$ cat config.mk
export PLATFORM = sky130hd
export DESIGN_NAME = grid_scanner
export DESIGN_NICKNAME = d
export VERILOG_FILES = /design/src/rtl/grid_scanner.sv
export SDC_FILE = /design/constraint.sdc
export NUM_CORES = 1
export LEC_CHECK = 0
export CORE_AREA = 2 2 85 67
export CTS_CLUSTER_DIAMETER = 60
export DETAILED_ROUTE_END_ITERATION = 16
export DIE_AREA = 0 0 87 69
export SLEW_MARGIN = 20
export SYNTH_ARGS = -nofsm -noshare
export SYNTH_HDL_FRONTEND = slang
export SYNTH_SLANG_ARGS = --single-unit
$ cat constraint.sdc
create_clock -name clock -period 3.4 [get_ports clock]
set_clock_uncertainty 0.1 [all_clocks]
set_input_delay 0.34 -clock clock [delete_from_list [all_inputs] [get_ports clock]]
set_output_delay 0.34 -clock clock [all_outputs]
set_load 0.005 [all_outputs]
$ cat src/rtl/grid_scanner.sv
// grid_scanner: registered raster walker over the board's cell grid.
// Presents one cell per valid/ready beat as a linear address, grid X/Y and
// top-left pixel X/Y. Pulses done_all for one cycle when the last cell is
// accepted.
// Optional feature: define GRID_SCANNER_WINDOW_EN to add the win_* ports. These
// restrict the pass to a rectangular window that is latched on start.
module grid_scanner #(
    parameter int unsigned COLS     = 16,
    parameter int unsigned ROWS     = 16,
    parameter int unsigned CELL_W   = 20,
    parameter int unsigned SPACING  = 5,
    parameter int unsigned ORIGIN_X = 0,
    parameter int unsigned ORIGIN_Y = 0,
    parameter int unsigned POS_W    = 4,
    parameter int unsigned ADDR_W   = 9,
    parameter int unsigned PIX_W    = 11
) (
    input  logic              clock,
    input  logic              reset,
`ifdef GRID_SCANNER_WINDOW_EN
    input  logic [POS_W-1:0]  win_x0,
    input  logic [POS_W-1:0]  win_y0,
    input  logic [POS_W-1:0]  win_x1,
    input  logic [POS_W-1:0]  win_y1,
`endif
    input  logic              start,
    input  logic              abort,
    input  logic              ready,
    output logic              valid,
    output logic [ADDR_W-1:0] address,
    output logic [POS_W-1:0]  pos_x,
    output logic [POS_W-1:0]  pos_y,
    output logic [PIX_W-1:0]  pix_x,
    output logic [PIX_W-1:0]  pix_y,
    output logic              busy,
    output logic              done_all
);

    localparam int unsigned      PITCH  = CELL_W + SPACING;
    localparam logic [POS_W-1:0] X_LAST = POS_W'(COLS - 1);
    localparam logic [POS_W-1:0] Y_LAST = POS_W'(ROWS - 1);

    typedef enum logic [1:0] {
        StIdle,
        StScan,
        StDone
    } state_e;

    state_e state_q, state_d;

    // Latched scan bounds for the current pass
    logic [POS_W-1:0] xmin_q, xmin_d;
    logic [POS_W-1:0] ymin_q, ymin_d;
    logic [POS_W-1:0] xmax_q, xmax_d;
    logic [POS_W-1:0] ymax_q, ymax_d;

    // Registered cell outputs; all of them move together on a load
    logic [POS_W-1:0]  pos_x_q, pos_x_d;
    logic [POS_W-1:0]  pos_y_q, pos_y_d;
    logic [ADDR_W-1:0] addr_q, addr_d;
    logic [PIX_W-1:0]  pix_x_q, pix_x_d;
    logic [PIX_W-1:0]  pix_y_q, pix_y_d;
    logic              valid_q, valid_d;
    logic              busy_q, busy_d;
    logic              done_q, done_d;

    // Candidate bounds presented at start time
    logic [POS_W-1:0] bnd_x0, bnd_y0, bnd_x1, bnd_y1;
    logic             bnd_empty;

    logic             beat;
    logic             last_cell;
    logic             load;
    logic [POS_W-1:0] nxt_x, nxt_y;

    // Linear address, truncated to the port width
    function automatic logic [ADDR_W-1:0] cell_addr(input logic [POS_W-1:0] x,
                                                    input logic [POS_W-1:0] y);
        logic [31:0] lin;
        lin = 32'(y) * COLS + 32'(x);
        return lin[ADDR_W-1:0];
    endfunction

    // Top-left pixel coordinate of a cell along one axis
    function automatic logic [PIX_W-1:0] cell_pix(input logic [POS_W-1:0] p,
                                                  input int unsigned     org);
        logic [31:0] v;
        v = org + 32'(p) * PITCH;
        return v[PIX_W-1:0];
    endfunction

`ifdef GRID_SCANNER_WINDOW_EN
    // Window bounds from the ports; the far corner is clamped into the grid
    always_comb begin
        bnd_x0 = win_x0;
        bnd_y0 = win_y0;
        bnd_x1 = (win_x1 > X_LAST) ? X_LAST : win_x1;
        bnd_y1 = (win_y1 > Y_LAST) ? Y_LAST : win_y1;
    end
`else
    // Whole grid
    always_comb begin
        bnd_x0 = '0;
        bnd_y0 = '0;
        bnd_x1 = X_LAST;
        bnd_y1 = Y_LAST;
    end
`endif

    assign bnd_empty = (bnd_x0 > bnd_x1) || (bnd_y0 > bnd_y1);
    assign beat      = valid_q & ready;
    assign last_cell = (pos_x_q == xmax_q) && (pos_y_q == ymax_q);

    // Next-state and next-output computation for the walker
    always_comb begin
        state_d = state_q;
        xmin_d  = xmin_q;
        ymin_d  = ymin_q;
        xmax_d  = xmax_q;
        ymax_d  = ymax_q;
        pos_x_d = pos_x_q;
        pos_y_d = pos_y_q;
        addr_d  = addr_q;
        pix_x_d = pix_x_q;
        pix_y_d = pix_y_q;
        valid_d = valid_q;
        busy_d  = busy_q;
        done_d  = 1'b0;
        load    = 1'b0;
        nxt_x   = pos_x_q;
        nxt_y   = pos_y_q;

        case (state_q)
            StIdle: begin
                valid_d = 1'b0;
                busy_d  = 1'b0;
                if (start) begin
                    xmin_d = bnd_x0;
                    ymin_d = bnd_y0;
                    xmax_d = bnd_x1;
                    ymax_d = bnd_y1;
                    busy_d = 1'b1;
                    if (bnd_empty) begin
                        // Nothing to scan: report completion with no beats
                        state_d = StDone;
                        done_d  = 1'b1;
                    end else begin
                        state_d = StScan;
                        valid_d = 1'b1;
                        load    = 1'b1;
                        nxt_x   = bnd_x0;
                        nxt_y   = bnd_y0;
                    end
                end
            end
            StScan: begin
                if (abort) begin
                    // Abort beats a simultaneous beat; the pass is dropped
                    state_d = StIdle;
                    valid_d = 1'b0;
                    busy_d  = 1'b0;
                end else if (beat) begin
                    if (last_cell) begin
                        state_d = StDone;
                        valid_d = 1'b0;
                        done_d  = 1'b1;
                    end else begin
                        load = 1'b1;
                        if (pos_x_q == xmax_q) begin
                            nxt_x = xmin_q;
                            nxt_y = pos_y_q + POS_W'(1);
                        end else begin
                            nxt_x = pos_x_q + POS_W'(1);
                        end
                    end
                end
            end
            StDone: begin
                state_d = StIdle;
                valid_d = 1'b0;
                busy_d  = 1'b0;
            end
            default: begin
                state_d = StIdle;
                valid_d = 1'b0;
                busy_d  = 1'b0;
            end
        endcase

        // Derived outputs are computed from the next position so that they
        // register on the same edge as the position itself
        if (load) begin
            pos_x_d = nxt_x;
            pos_y_d = nxt_y;
            addr_d  = cell_addr(nxt_x, nxt_y);
            pix_x_d = cell_pix(nxt_x, ORIGIN_X);
            pix_y_d = cell_pix(nxt_y, ORIGIN_Y);
        end
    end

    // State and output registers; reset clears every output asynchronously
    always_ff @(posedge clock or posedge reset) begin
        if (reset) begin
            state_q <= StIdle;
            xmin_q  <= '0;
            ymin_q  <= '0;
            xmax_q  <= '0;
            ymax_q  <= '0;
            pos_x_q <= '0;
            pos_y_q <= '0;
            addr_q  <= '0;
            pix_x_q <= '0;
            pix_y_q <= '0;
            valid_q <= 1'b0;
            busy_q  <= 1'b0;
            done_q  <= 1'b0;
        end else begin
            state_q <= state_d;
            xmin_q  <= xmin_d;
            ymin_q  <= ymin_d;
            xmax_q  <= xmax_d;
            ymax_q  <= ymax_d;
            pos_x_q <= pos_x_d;
            pos_y_q <= pos_y_d;
            addr_q  <= addr_d;
            pix_x_q <= pix_x_d;
            pix_y_q <= pix_y_d;
            valid_q <= valid_d;
            busy_q  <= busy_d;
            done_q  <= done_d;
        end
    end

    assign valid    = valid_q;
    assign address  = addr_q;
    assign pos_x    = pos_x_q;
    assign pos_y    = pos_y_q;
    assign pix_x    = pix_x_q;
    assign pix_y    = pix_y_q;
    assign busy     = busy_q;
    assign done_all = done_q;

    // Output relationships that must always hold
    always_ff @(posedge clock) begin
        if (!reset) begin
            assert (!(valid_q && done_q)) else $error("valid and done_all together");
            assert (!valid_q || busy_q) else $error("valid without busy");
            assert (!done_q || busy_q) else $error("done_all without busy");
        end
    end

endmodule

==> run_results.csv <==
group,metric,value,unit
critical_path,critPathCaptureType,"flop",
logic_synthesis,yosys_warnings,0,
timing,relSlewSlack,0.6047,
route,routedWlPerCell,13.09,um
timing,min_period,3291,ps
global_route,grt_pass1_wl,6237,um
placement,portBuffers,41,
clock_network,worstSkewPairLatency,270,ps
pwr,clkPwrFrac,0.233,
critical_path,path_cells,"or4_4 -> o22a_4 -> nor2_4 -> mux2_2 -> a22o_1 -> xor2_1 -> ha_2 -> fa_2 -> or2_0 -> a21oi_1 -> o21ai_1",
timing,worst_slack,108.6,ps
timing,fmax,303.8,MHz
outcome,status,"finished, final reports clean",
floorplan,coreArea,0.005151,mm2
logic_synthesis,synth-async-reset-ratio,1.000,
placement,dpl_worst_slack,0.5229,ps
pwr,power,867.7,uW
critical_path,worstPathRequired,3460,ps
floorplan,row_count,23,
critical_path,worstSetupPathType,"reg -> reg",
final_layout,layout-drive-gt1-share,0.1786,
route,route.detailed.drc,0,
timing,timing.final.hold_violations,0,
global_route,grt_pass1_vias,1349,
logic_synthesis,synth_cells,180,
floorplan,dieArea,0.006003,mm2
critical_path,cp_num_buf_inv,0,
pwr,swShare,0.2936,
critical_path,slowest_delay,550,ps
timing,setup_viol_count_final,0,
placement,dpl_cell_area,0.002215,mm2
route,routed_wirelength,3744,um
worst_hold_path,hold_class,"in -> async",
logic_synthesis,synth_top_area_cell,"dfrtp_1",
global_route,grt_max_degree,27,
logic_synthesis,synth_flop_cell,"dfrtp_1",
critical_path,critPathSlowestCell,"or4_4",
timing,slew_violations,0,
logic_synthesis,synth_top_area_frac,0.3712,
floorplan,die_w,87,um
timing,tightest_slew,592.1,ps
logic_synthesis,synthesis.area,0.001753,mm2
clock_network,cts_tree,"done",
logic_synthesis,yosysSeqAreaShare,0.3712,
floorplan,fp.dieH,69,um
clock_network,cts_root_buffer,"clkbuf_8",
logic_synthesis,ys_types,40,
floorplan,initial_core_util,0.3403,
global_route,antenna_found_initial,0,
logic_synthesis,synth_seq_cells,26,
final_layout,fin_area,0.002328,mm2
clock_network,path_clk_slew,90,ps
pwr,intPower,612.9,uW
route,num_vias,1419,
final_layout,nets,245,
route,via_per_inst,4.962,
final_layout,diodes,0,
critical_path,worst-path-max-fanout,8,
pwr,p_leak,0.001070,uW
job,cap_violations,0,
clock_network,cts_num_sinks,26,
logic_synthesis,ys_top_cells_by_area,"dfrtp_1 (37%), ha_1 (9.3%), buf_4 (8.1%)",
placement,dp_hpwl,2853,um
global_route,grt_usage,0.1307,
route,firstDrtPassIters,4,
pwr,max-vdd-ir-drop,151.7,uV
clock_network,cts-htree-levels,1,
route,drtIter0Drc,70,
global_route,grt-ovfl-total,0,
clock_network,cts_buffer_depth,2,
floorplan,io_pins,47,
final_layout,areaGrowthSynthToFinish,32.83,%
route,drtAntennaViolNets,0,
final_layout,filler_cell_count,482,
final_layout,final_core_util,0.4520,
pwr,power_switching,254.8,uW
critical_path,critPathArrivalTime,3350,ps
pwr,comb_power_share,0.332,
critical_path,start_kind,"flop",
pwr,pwr-share-seq,0.435,
logic_synthesis,avgSynthCellArea,9.739,um2
pwr,p_per_area,372.6,mW/mm2
clock_network,numCtsBuffers,3,
logic_synthesis,synth-edff-count,0,
placement,gp_congestion,0.8091,
critical_path,path_delay_family,"simple AND/OR/NAND/NOR gates",
timing,min_period_over_period,0.9681,
cell usage in the layout, fill, tap and decap left out, types with 2 or more instances in the layout:
cell type / netlist / layout
a21oi_1: 9 / 9
a221o_1: 3 / 3
a22o_1: 5 / 5
and2_1: 3 / 3
buf_4: 19 / 19
clkbuf_8: 0 / 4
clkdlybuf4s50_1: 0 / 41
conb_1: 1 / 5
dfrtp_1: 26 / 26
ha_1: 13 / 12
inv_1: 8 / 7
mux2_2: 7 / 7
nand2_1: 11 / 11
nand2b_1: 4 / 4
nand3_1: 5 / 5
nand3b_1: 2 / 2
nor2_1: 11 / 9
nor2_4: 0 / 2
nor2b_1: 6 / 6
nor3_1: 4 / 3
o21ai_0: 8 / 7
o21bai_1: 2 / 2
o41ai_1: 2 / 2
xnor2_1: 5 / 5
xor2_1: 4 / 4
worst reg2reg max path, cell delays in order, from the launching register on:
cell	delay, ps
dfrtp_1	420
or4_4	550
o22a_4	280
nor2_4	120
mux2_2	350
a22o_1	220
xor2_1	170
ha_2	200
fa_2	330
or2_0	230
a21oi_1	130
o21ai_1	80
state kept, by name, indices dropped and copies added (netlist names):
register / cells
busy: 1
valid: 1
pix_y: 6
pos_x: 3
done_all: 1
address: 2
pos_y: 3
pix_x: 6
ymax_q: 1
state_q: 2
per-layer routing:
layer / global-route usage / part of all wire / up-vias
met2: 0.2087 / 0.47 / 45
met3: 0.02994 / 0.052 / 2
met1: 0.1833 / 0.48 / 667
met4: 0.02083 / 0.0048 / 0
met5: 0 / 0 / -
li1: - / - / 705
cell usage after synthesis (2+ instances only):
library cell,count
nand3_1,5
a21oi_1,9
or4_1,2
dfrtp_1,26
xor2_1,4
a22o_1,5
and2_1,3
o41ai_1,2
mux2_2,7
clkbuf_1,2
nand3b_1,2
xnor2_1,5
nand2b_1,4
fa_1,2
nand2_1,11
nor2_1,11
nor2b_1,6
ha_1,13
o21ai_0,8
buf_4,19
buf_2,2
nor3_1,4
inv_1,8
a221o_1,3
o21bai_1,2
layout make-up:
type | instances | area, um2 | area share
Inverter | 8 | 30.03 | 0.01290
Sequential cell | 26 | 650.6 | 0.2794
Timing Repair Buffer | 60 | 553.0 | 0.2375
Tap cell | 62 | 77.57 | 0.03332
Multi-Input combinational cell | 126 | 962.2 | 0.4132
Clock buffer | 4 | 55.05 | 0.02364
logic make-up (layout without fill, tap and decap cells):
kind of cell | Yosys count | after routing | share of synthesized area
AND/OR/NAND/NOR | 51 | 51 | 0.1485
AO/OA/AOI/OAI | 39 | 39 | 0.1577
buffers and inverters | 32 | 72 | 0.1149
flip-flops | 26 | 26 | 0.3712
adder cells (fa/ha/maj) | 15 | 15 | 0.1156
XOR/XNOR | 9 | 9 | 0.04496
multiplexers | 7 | 7 | 0.04497
other | 1 | 5 | 0.002139
timing repair:
item | in CTS | in global routing
pin swaps | 0 | 3
hold buffers | 0 | 0
setup endpoints to repair | 1 | 5
buffers inserted | 0 | 2
resized for setup | 3 | 8
power groups by stage:
stage	registers (uW)	clock network, uW	logic (uW)
6_report	377	202	288
5_1_grt	384	223	321
4_1_cts	379	214	288
3_5_place_dp	383	0	285
3_3_place_gp	382	0	284
2_1_floorplan	383	0	147
metrics by stage:
stage,hold WS (ps),std cells,TNS (ps)
3_5_place_dp,373.3,280,0
5_1_grt,394.5,286,-1.070
6_report,351.5,286,0
4_1_cts,395.0,284,0
3_3_place_gp,363.7,280,0
2_1_floorplan,280.0,184,0
worst paths after layout:
kind,startpoint,end,slack (ps),cells past startpoint
max in group asynchronous,reset,pix_x[7],2460,2
min in group clock,pix_x[7],pix_x[7],390,2
hold reg to reg,pix_x[7],pix_x[7],390,2
setup reg to reg,ymax_q[0],pix_y[8],110,11
setup / recovery,ymax_q[0],pix_y[8],110,11
hold / removal,reset,pix_x[6],350,2
No activity file was read; power rests on OpenSTA's default activity.
